### config.mk
export PLATFORM = sky130hd
export DESIGN_NAME = flags_unit
export DESIGN_NICKNAME = d
export VERILOG_FILES = /design/src/rtl/flags_unit.sv
export SDC_FILE = /design/constraint.sdc
export NUM_CORES = 1
export LEC_CHECK = 0
export CAP_MARGIN = 20
export CORE_UTILIZATION = 43
export CTS_CLUSTER_DIAMETER = 40
export CTS_CLUSTER_SIZE = 14
export DETAILED_ROUTE_END_ITERATION = 6
export PLACE_DENSITY = 0.77
export SYNTH_ARGS = -nofsm -noshare
export SYNTH_HDL_FRONTEND = slang
export SYNTH_SLANG_ARGS = --single-unit
### constraint.sdc
create_clock -name clk -period 1.9 [get_ports clk]
set_clock_uncertainty 0.2 [all_clocks]
set_input_delay 0.475 -clock clk [delete_from_list [all_inputs] [get_ports clk]]
set_output_delay 0.475 -clock clk [all_outputs]
set_load 0.1 [all_outputs]
### src/rtl/flags_unit.sv
// ---------------------------------------------------------------------------
// flags_unit
//
// This block holds the processor condition flags {C,N,Z}. The flags are
// updated by masked ALU writes, by the set-carry and clear-carry commands,
// and by clears on taken conditional jumps. It also evaluates conditional
// jumps and keeps a two-entry save stack for interrupt entry and RTI.
//
// Ports
//   clk          : clock; all state changes on the rising edge
//   rst_n        : asynchronous, active-low reset
//   alu_flags    : ALU flags_out {rsvd,C,N,Z}; bit3 is ignored
//   flags_we     : the current instruction writes flags
//   flags_mask   : per-flag write enable {C,N,Z}, gated by flags_we
//   setc / clrc  : set / clear carry (clrc wins when both are set)
//   jmp_eval     : a jump is evaluated this cycle
//   jmp_cond     : 00 always, 01 JZ, 10 JN, 11 JC
//   int_save     : push flags on interrupt entry
//   rti_restore  : pop flags on return from interrupt
//   stall        : freeze all state; branch_taken is 0 on the next cycle
//   flags        : registered flags {0,C,N,Z}
//   branch_taken : registered one-cycle pulse for a taken jump
//   depth        : save-stack occupancy, 0..2
//   err          : sticky overflow/underflow/conflict error
// ---------------------------------------------------------------------------
module flags_unit (
  input  logic       clk,
  input  logic       rst_n,
  input  logic [3:0] alu_flags,
  input  logic       flags_we,
  input  logic [2:0] flags_mask,
  input  logic       setc,
  input  logic       clrc,
  input  logic       jmp_eval,
  input  logic [1:0] jmp_cond,
  input  logic       int_save,
  input  logic       rti_restore,
  input  logic       stall,
  output logic [3:0] flags,
  output logic       branch_taken,
  output logic [1:0] depth,
  output logic       err
);

  localparam logic [1:0] COND_ALWAYS = 2'b00;
  localparam logic [1:0] COND_Z      = 2'b01;
  localparam logic [1:0] COND_N      = 2'b10;
  localparam logic [1:0] COND_C      = 2'b11;

  // State: only three flag bits are stored, because bit3 is always 0.
  logic [2:0] flag_bits;
  logic [2:0] stack_mem [2];
  logic [1:0] depth_cnt;
  logic       err_flag;
  logic       taken_pulse;

  logic [2:0] flag_bits_next;
  logic [2:0] stack_next [2];
  logic [1:0] depth_next;
  logic       err_next;
  logic       taken_next;

  // Intermediate update stages. Each stage builds on the previous one, so a
  // later stage wins per bit.
  logic       cond_true;
  logic       jump_taken;
  logic [2:0] write_mask;
  logic [2:0] after_alu;
  logic [2:0] after_carry;
  logic [2:0] after_jump;
  logic [2:0] stack_top;

  // The reserved ALU bit is not used in this block.
  logic unused_alu_bit;
  assign unused_alu_bit = alu_flags[3];

  // The jump condition is tested on the registered flags, not on this
  // cycle's update.
  always_comb begin
    cond_true = 1'b0;
    unique case (jmp_cond)
      COND_ALWAYS: cond_true = 1'b1;
      COND_Z:      cond_true = flag_bits[0];
      COND_N:      cond_true = flag_bits[1];
      COND_C:      cond_true = flag_bits[2];
      default:     cond_true = 1'b0;
    endcase
  end

  assign jump_taken = jmp_eval & cond_true & ~stall;

  // Stage 1: masked ALU write.
  assign write_mask = flags_we ? flags_mask : 3'b000;
  assign after_alu  = (flag_bits & ~write_mask) | (alu_flags[2:0] & write_mask);

  // Stage 2: carry commands. clrc wins over setc.
  always_comb begin
    after_carry = after_alu;
    if (clrc) begin
      after_carry[2] = 1'b0;
    end else if (setc) begin
      after_carry[2] = 1'b1;
    end
  end

  // Stage 3: a taken conditional jump clears the flag it tested.
  // An unconditional jump clears nothing.
  always_comb begin
    after_jump = after_carry;
    if (jump_taken) begin
      unique case (jmp_cond)
        COND_Z:  after_jump[0] = 1'b0;
        COND_N:  after_jump[1] = 1'b0;
        COND_C:  after_jump[2] = 1'b0;
        default: after_jump    = after_carry;
      endcase
    end
  end

  // Top of the LIFO. Entry 0 is the bottom and entry 1 is the top when full.
  assign stack_top = (depth_cnt == 2'd2) ? stack_mem[1] : stack_mem[0];

  // Stack, flags and error sequencing.
  always_comb begin
    flag_bits_next = flag_bits;
    stack_next[0]  = stack_mem[0];
    stack_next[1]  = stack_mem[1];
    depth_next     = depth_cnt;
    err_next       = err_flag;
    taken_next     = jump_taken;

    if (!stall) begin
      if (rti_restore) begin
        // Restore takes priority. All other flag updates this cycle are
        // dropped. A save in the same cycle is a conflict.
        if (int_save) begin
          err_next = 1'b1;
        end
        if (depth_cnt != 2'd0) begin
          flag_bits_next = stack_top;
          depth_next     = depth_cnt - 2'd1;
        end else begin
          err_next = 1'b1;
        end
      end else begin
        flag_bits_next = after_jump;
        if (int_save) begin
          // Push the pre-update flags. A push onto a full stack is dropped.
          if (depth_cnt == 2'd2) begin
            err_next = 1'b1;
          end else begin
            stack_next[depth_cnt[0]] = flag_bits;
            depth_next               = depth_cnt + 2'd1;
          end
        end
      end
    end
  end

  always_ff @(posedge clk or negedge rst_n) begin
    if (!rst_n) begin
      flag_bits    <= 3'b000;
      stack_mem[0] <= 3'b000;
      stack_mem[1] <= 3'b000;
      depth_cnt    <= 2'd0;
      err_flag     <= 1'b0;
      taken_pulse  <= 1'b0;
    end else begin
      flag_bits    <= flag_bits_next;
      stack_mem[0] <= stack_next[0];
      stack_mem[1] <= stack_next[1];
      depth_cnt    <= depth_next;
      err_flag     <= err_next;
      taken_pulse  <= taken_next;
    end
  end

  assign flags        = {1'b0, flag_bits};
  assign branch_taken = taken_pulse;
  assign depth        = depth_cnt;
  assign err          = err_flag;

endmodule

==> flow_metrics.env, run 1 <==
export IMPL_status="complete, but fails checks"
export IMPL_failed_checks="design-rule violations"
export IMPL_antenna_left=0
export IMPL_place_gp_congestion=0.831
export IMPL_setup_slack_ps=142
export IMPL_powerDensity_nw_per_um2=1490
export IMPL_core_um2=1580
export IMPL_first_global_vias=690
export IMPL_synth_common_cells="13 x dfrtp_1, 12 x a21oi_1, 7 x o21ai_0, 6 x nand2_1"
export IMPL_worstPathMaxFanout=3
export IMPL_vias=734
export IMPL_layout_min_cycle_time_ps=1760
export IMPL_crit_path_start_kind="primary input"
export IMPL_fillers=110
export IMPL_cts_buffer_depth=2
export IMPL_end_kind="flip-flop"
export IMPL_portBuffers=23
export IMPL_drtIter0Drc=20
export IMPL_grt_start_max_net_pins=14
export IMPL_synth_edff_count=0
export IMPL_hp_class="primary input to async pin"
export IMPL_ys_flop_type="dfrtp_1"
export IMPL_hpwlAfterDp_um=1390
export IMPL_drive_gt1_share_pct=27.9
export IMPL_wl_um=1860
export IMPL_synthArstFlopShare_pct=100
export IMPL_cts_root_buf="clkbuf_4"
export IMPL_p_int_uw=885
export IMPL_post_route_period_util_pct=92.6
export IMPL_cts_hold_buf=0
export IMPL_grt_overflow=0
export IMPL_syn_area_per_cell_um2=9.64
export IMPL_swShare_pct=48.5
export IMPL_grt_pass1_wl_um=3000
export IMPL_syn_inst=78
export IMPL_power_switching_uw=833
export IMPL_drcViolationCount=4
export IMPL_yosysWarnings=0
export IMPL_r2r_cells=4
export IMPL_leakagePower_uw=0.000487
export IMPL_cts_resized=0
export IMPL_clock_sinks=13
export IMPL_yosysUniqueCellTypes=33
export IMPL_clkTransAtPathRegs_ps=80
export IMPL_worstPathArrival_ps=1720
export IMPL_layout_area_overhead_vs_synth_pct=52.9
export IMPL_n_antenna_cell=0
export IMPL_antenna_found_initial=0
export IMPL_row_count=14
export IMPL_synth_top_cell_by_area="dfrtp_1"
export IMPL_power_frac_seq_pct=31.6
export IMPL_htreeDepth=1
export IMPL_combPwrFrac_pct=58.5
export IMPL_required_ps=1860
export IMPL_via_per_inst=5.78
export IMPL_start_util_pct=47.7
export IMPL_cts_tree="done"
export IMPL_postLayoutCoreUtil_pct=72.9
export IMPL_power_total_uw=1720
export IMPL_synth_seq_area_share_pct=43.3
export IMPL_rsz0062_at_grt="false"
export IMPL_cts_buffers=3
export IMPL_synth_most_common_cell="dfrtp_1"
export IMPL_synth_area_leaders="dfrtp_1 43%, a21oi_1 8.0%, o21ai_0 4.7%"
export IMPL_die_y_um=43.8
export IMPL_syn_area_um2=752
export IMPL_finalSetupViolCount=0
export IMPL_pin_count=26
export IMPL_max_freq_mhz=569
export IMPL_nets=130
export IMPL_vdd_ir_drop_max_v=0.000977
export IMPL_power_frac_clock_pct=10.0
export IMPL_clk_latency_ps=280
export IMPL_finalMaxSlewViolations=0
export IMPL_post_drt_wl_per_cell_um=14.6
export IMPL_yosysTopAreaCellShare_pct=43.3
export IMPL_die_x_um=43.8
export IMPL_syn_nets=96
export IMPL_cap_violations=0
export IMPL_yosys_register_bits=13
export IMPL_grt_use_total_pct=21.9
export IMPL_postCtsSetupBuffers=0
export IMPL_critPathKind="primary input to flip-flop"
export IMPL_dr_pass1_iters=6
export IMPL_dieArea_um2=1920
export IMPL_pre_cts_ws_ps=-114
export IMPL_finalHoldViolations=0
-- state kept, by name, summed over array words and instances, names as in the netlist --
signal	count
branch_taken	1
stack_mem	6
err	1
depth	2
flag_bits	3
-- stage by stage --
| stage | setup TNS [ps] | instances | area (um2) | hold slack [ps] |
|---|---|---|---|---|
| after floorplan | 0 | 78 | 756 | -20.6 |
| after global placement | -458 | 123 | 1120 | 269 |
| after detailed placement | -739 | 123 | 1120 | 294 |
| after CTS | 0 | 127 | 1150 | 282 |
| after global routing | 0 | 127 | 1150 | 309 |
| final | 0 | 127 | 1150 | 282 |
-- power by group through the flow --
| stage | clock network (uW) | registers [uW] | logic [uW] |
|---|---|---|---|
| after floorplan | 0 | 863 | 299 |
| after global placement | 0 | 537 | 987 |
| after detailed placement | 0 | 548 | 1000 |
| after CTS | 180 | 542 | 1010 |
| after global routing | 190 | 564 | 1050 |
| final | 171 | 543 | 1000 |
-- routing by layer --
layer | up-vias | track usage (%) | routed length [um]
li1 | 349 | - | -
met1 | 345 | 26.3 | 762
met2 | 34 | 34.9 | 893
met3 | 6 | 5.83 | 163
met4 | 0 | 13.1 | 40
met5 | - | 0 | 0
-- placed cells by master (no fill, tap or decap), drive strengths merged --
master,n
nor2b,3
buf,16
conb,1
inv,4
and2b,1
a21oi,12
nand3,1
nand3b,1
nand2b,1
o32a,1
clkbuf,4
a311o,2
clkdlybuf4s50,16
and4b,1
mux2i,2
or2,1
a2bb2oi,2
nor2,5
a21boi,1
nor4b,2
o21ai,8
nand4,1
dfrtp,13
mux2,3
nand2,6
a221o,1
or2b,1
nor3,1
-- cell families after synthesis --
| logic type | share of synthesized area (%) |
|---|---|
| buf+inv | 4.66 |
| other cells | 0.499 |
| flops | 43.3 |
| compound gates | 22.1 |
| simple gates | 22.3 |
| mux | 7.15 |
-- critical path: stages --
cell and delay (ps):
clkdlybuf4s50_1 450, nand3b_2 260, nor2_2 190, mux2_2 350
-- path summary, 6_finish.rpt --
check                           slack, ps            to         start
max in group asynchronous            1030  flag_bits[0]         rst_n
worst min-delay path                  280  stack_mem[5]         rst_n
min in group clk                      310  stack_mem[5]  stack_mem[5]
worst min register to register        310  stack_mem[5]  stack_mem[5]
worst max register to register        240  stack_mem[3]      depth[0]
worst max-delay path                  140  stack_mem[3]         stall
-- area by class of cell --
cell class                      instances  area (um2)  area share [%]
Clock buffer                            4        26.3            2.29
Inverter                                4        15.0            1.31
Multi-Input combinational cell         58         392            34.1
Sequential cell                        13         329            28.6
Tap cell                               16        20.0            1.74
Timing Repair Buffer                   32         368            32.0
No activity file was read; power rests on OpenSTA's default activity.
==> run 2: changes to the inputs <==
--- a/config.mk
+++ b/config.mk
@@ -6,11 +6,11 @@
 export NUM_CORES = 1
 export LEC_CHECK = 0
 export CAP_MARGIN = 20
-export CORE_UTILIZATION = 43
+export CORE_ASPECT_RATIO = 1.4
+export CORE_UTILIZATION = 29
 export CTS_CLUSTER_DIAMETER = 40
 export CTS_CLUSTER_SIZE = 14
 export DETAILED_ROUTE_END_ITERATION = 6
-export PLACE_DENSITY = 0.77
 export SYNTH_ARGS = -nofsm -noshare
 export SYNTH_HDL_FRONTEND = slang
 export SYNTH_SLANG_ARGS = --single-unit
==> flow_metrics.env, run 2 (synthesized netlist as in run 1, its figures left out) <==
export IMPL_status="complete, no violations"
export IMPL_postCtsSetupBuffers=0
export IMPL_clk_latency_ps=290
export IMPL_crit_path_start_kind="primary input"
export IMPL_cts_tree="done"
export IMPL_leakagePower_uw=0.000477
export IMPL_drive_gt1_share_pct=25.9
export IMPL_start_util_pct=31.1
export IMPL_pre_cts_ws_ps=-120
export IMPL_die_x_um=45.0
export IMPL_path_cells="clkdlybuf4s50_1, nand3b_2, nor2_2, mux2_2"
export IMPL_via_per_inst=4.89
export IMPL_largest_reg_flops=6
export IMPL_core_um2=2420
export IMPL_antenna_found_initial=0
export IMPL_cts_resized=0
export IMPL_r2r_start="depth[0]"
export IMPL_postLayoutCoreUtil_pct=48.1
export IMPL_rsz0062_at_grt="false"
export IMPL_power_total_uw=1720
export IMPL_clkTransAtPathRegs_ps=80
export IMPL_met2_usage_pct=22.6
export IMPL_setup_slack_ps=182
export IMPL_wl_um=1820
export IMPL_clock_sinks=13
export IMPL_cts_root_buf="clkbuf_4"
export IMPL_critPathKind="primary input to flip-flop"
export IMPL_cts_buffers=3
export IMPL_htreeDepth=1
export IMPL_worstPathMaxFanout=3
export IMPL_drcViolationCount=0
export IMPL_layout_commonest_cell="clkdlybuf4s50_1"
export IMPL_layout_area_overhead_vs_synth_pct=54.6
export IMPL_grt_start_max_net_pins=16
export IMPL_post_route_period_util_pct=90.4
export IMPL_use_met1_pct=17.2
export IMPL_finalSetupViolCount=0
export IMPL_grtUsageMet3_pct=2.91
export IMPL_regMostFlops="stack_mem"
export IMPL_critPathSlowestCell="clkdlybuf4s50_1"
export IMPL_mostFrequentLayoutCells="16 x clkdlybuf4s50_1, 12 x a21oi_1, 10 x dfrtp_1, 8 x buf_12, 7 x o21ai_0"
export IMPL_finalSetupTns_ps=0
export IMPL_cts_hold_buf=0
export IMPL_grt_use_total_pct=14.4
export IMPL_row_count=21
export IMPL_vias=694
export IMPL_hold_slack_ps=293
export IMPL_hp_class="primary input to async pin"
export IMPL_grt_pass1_wl_um=3050
export IMPL_critPathTopFamily="buffers and inverters"
export IMPL_worstPathArrival_ps=1690
export IMPL_grt_overflow=0
export IMPL_finalMaxSlewViolations=0
export IMPL_portBuffers=23
export IMPL_timing_rr_end="stack_mem[3]"
export IMPL_powerDensity_nw_per_um2=1480
export IMPL_hpwlAfterDp_um=1360
export IMPL_drtIter0Drc=10
export IMPL_reg2reg_slack_ps=310
export IMPL_place_gp_congestion=0.740
export IMPL_grt_busiest_layer="met2"
export IMPL_required_ps=1880
export IMPL_nets=127
export IMPL_critPathMaxStageDelay_ps=460
export IMPL_finalHoldViolations=0
export IMPL_layout_min_cycle_time_ps=1720
export IMPL_cts_buffer_depth=2
export IMPL_r2r_cells=4
export IMPL_cap_violations=0
export IMPL_dr_pass1_iters=4
export IMPL_pin_count=26
export IMPL_end_kind="flip-flop"
export IMPL_post_drt_wl_per_cell_um=12.8
export IMPL_crit_buf_inv=1
export IMPL_vdd_ir_drop_max_v=0.000660
export IMPL_first_global_vias=709
export IMPL_dieArea_um2=2800
export IMPL_max_freq_mhz=582
export IMPL_die_y_um=62.3
export IMPL_n_antenna_cell=0
export IMPL_antenna_left=0
run 2: changes by cell type in the layout (fill, tap and decap cells not counted):
cell,change
buf_4,-4
buf_12,+1
run 2: power breakdown:
| group | internal [uW] | switching, uW |
|---|---|---|
| sequential | 398 | 142 |
| clock | 81.7 | 98.7 |
| combinational | 405 | 591 |
run 2: layout make-up:
type,instances,area [um2]
sequential,13,329
multi-input combinational,58,392
tap,34,42.5
inverter,4,15.0
timing repair buffer,29,358
clock buffer,4,26.3
fill,237,1250
run 2: through the flow:
| stage | area, um2 | std cells |
|---|---|---|
| after detailed placement | 1140 | 138 |
| final | 1160 | 142 |
| after global routing | 1160 | 142 |
| after global placement | 1140 | 138 |
| after CTS | 1160 | 142 |
| after floorplan | 756 | 78 |
run 2: how the worst max path moves through the flow:
stage,startpoint,to,slack (ps),cells past startpoint
finish,stall,stack_mem[3],180,4
global route,stall,stack_mem[4],130,4
CTS,stall,stack_mem[3],170,4
detailed placement,stall,stack_mem[5],-120,4
global placement,stall,stack_mem[3],-110,4
floorplan,flag_bits[1],flag_bits[1],50,3
run 2: per-layer routing:
metal,vias to the layer above,wire length [um]
li1,338,-
met1,326,794
met2,25,843
met3,5,132
met4,0,55
met5,-,0
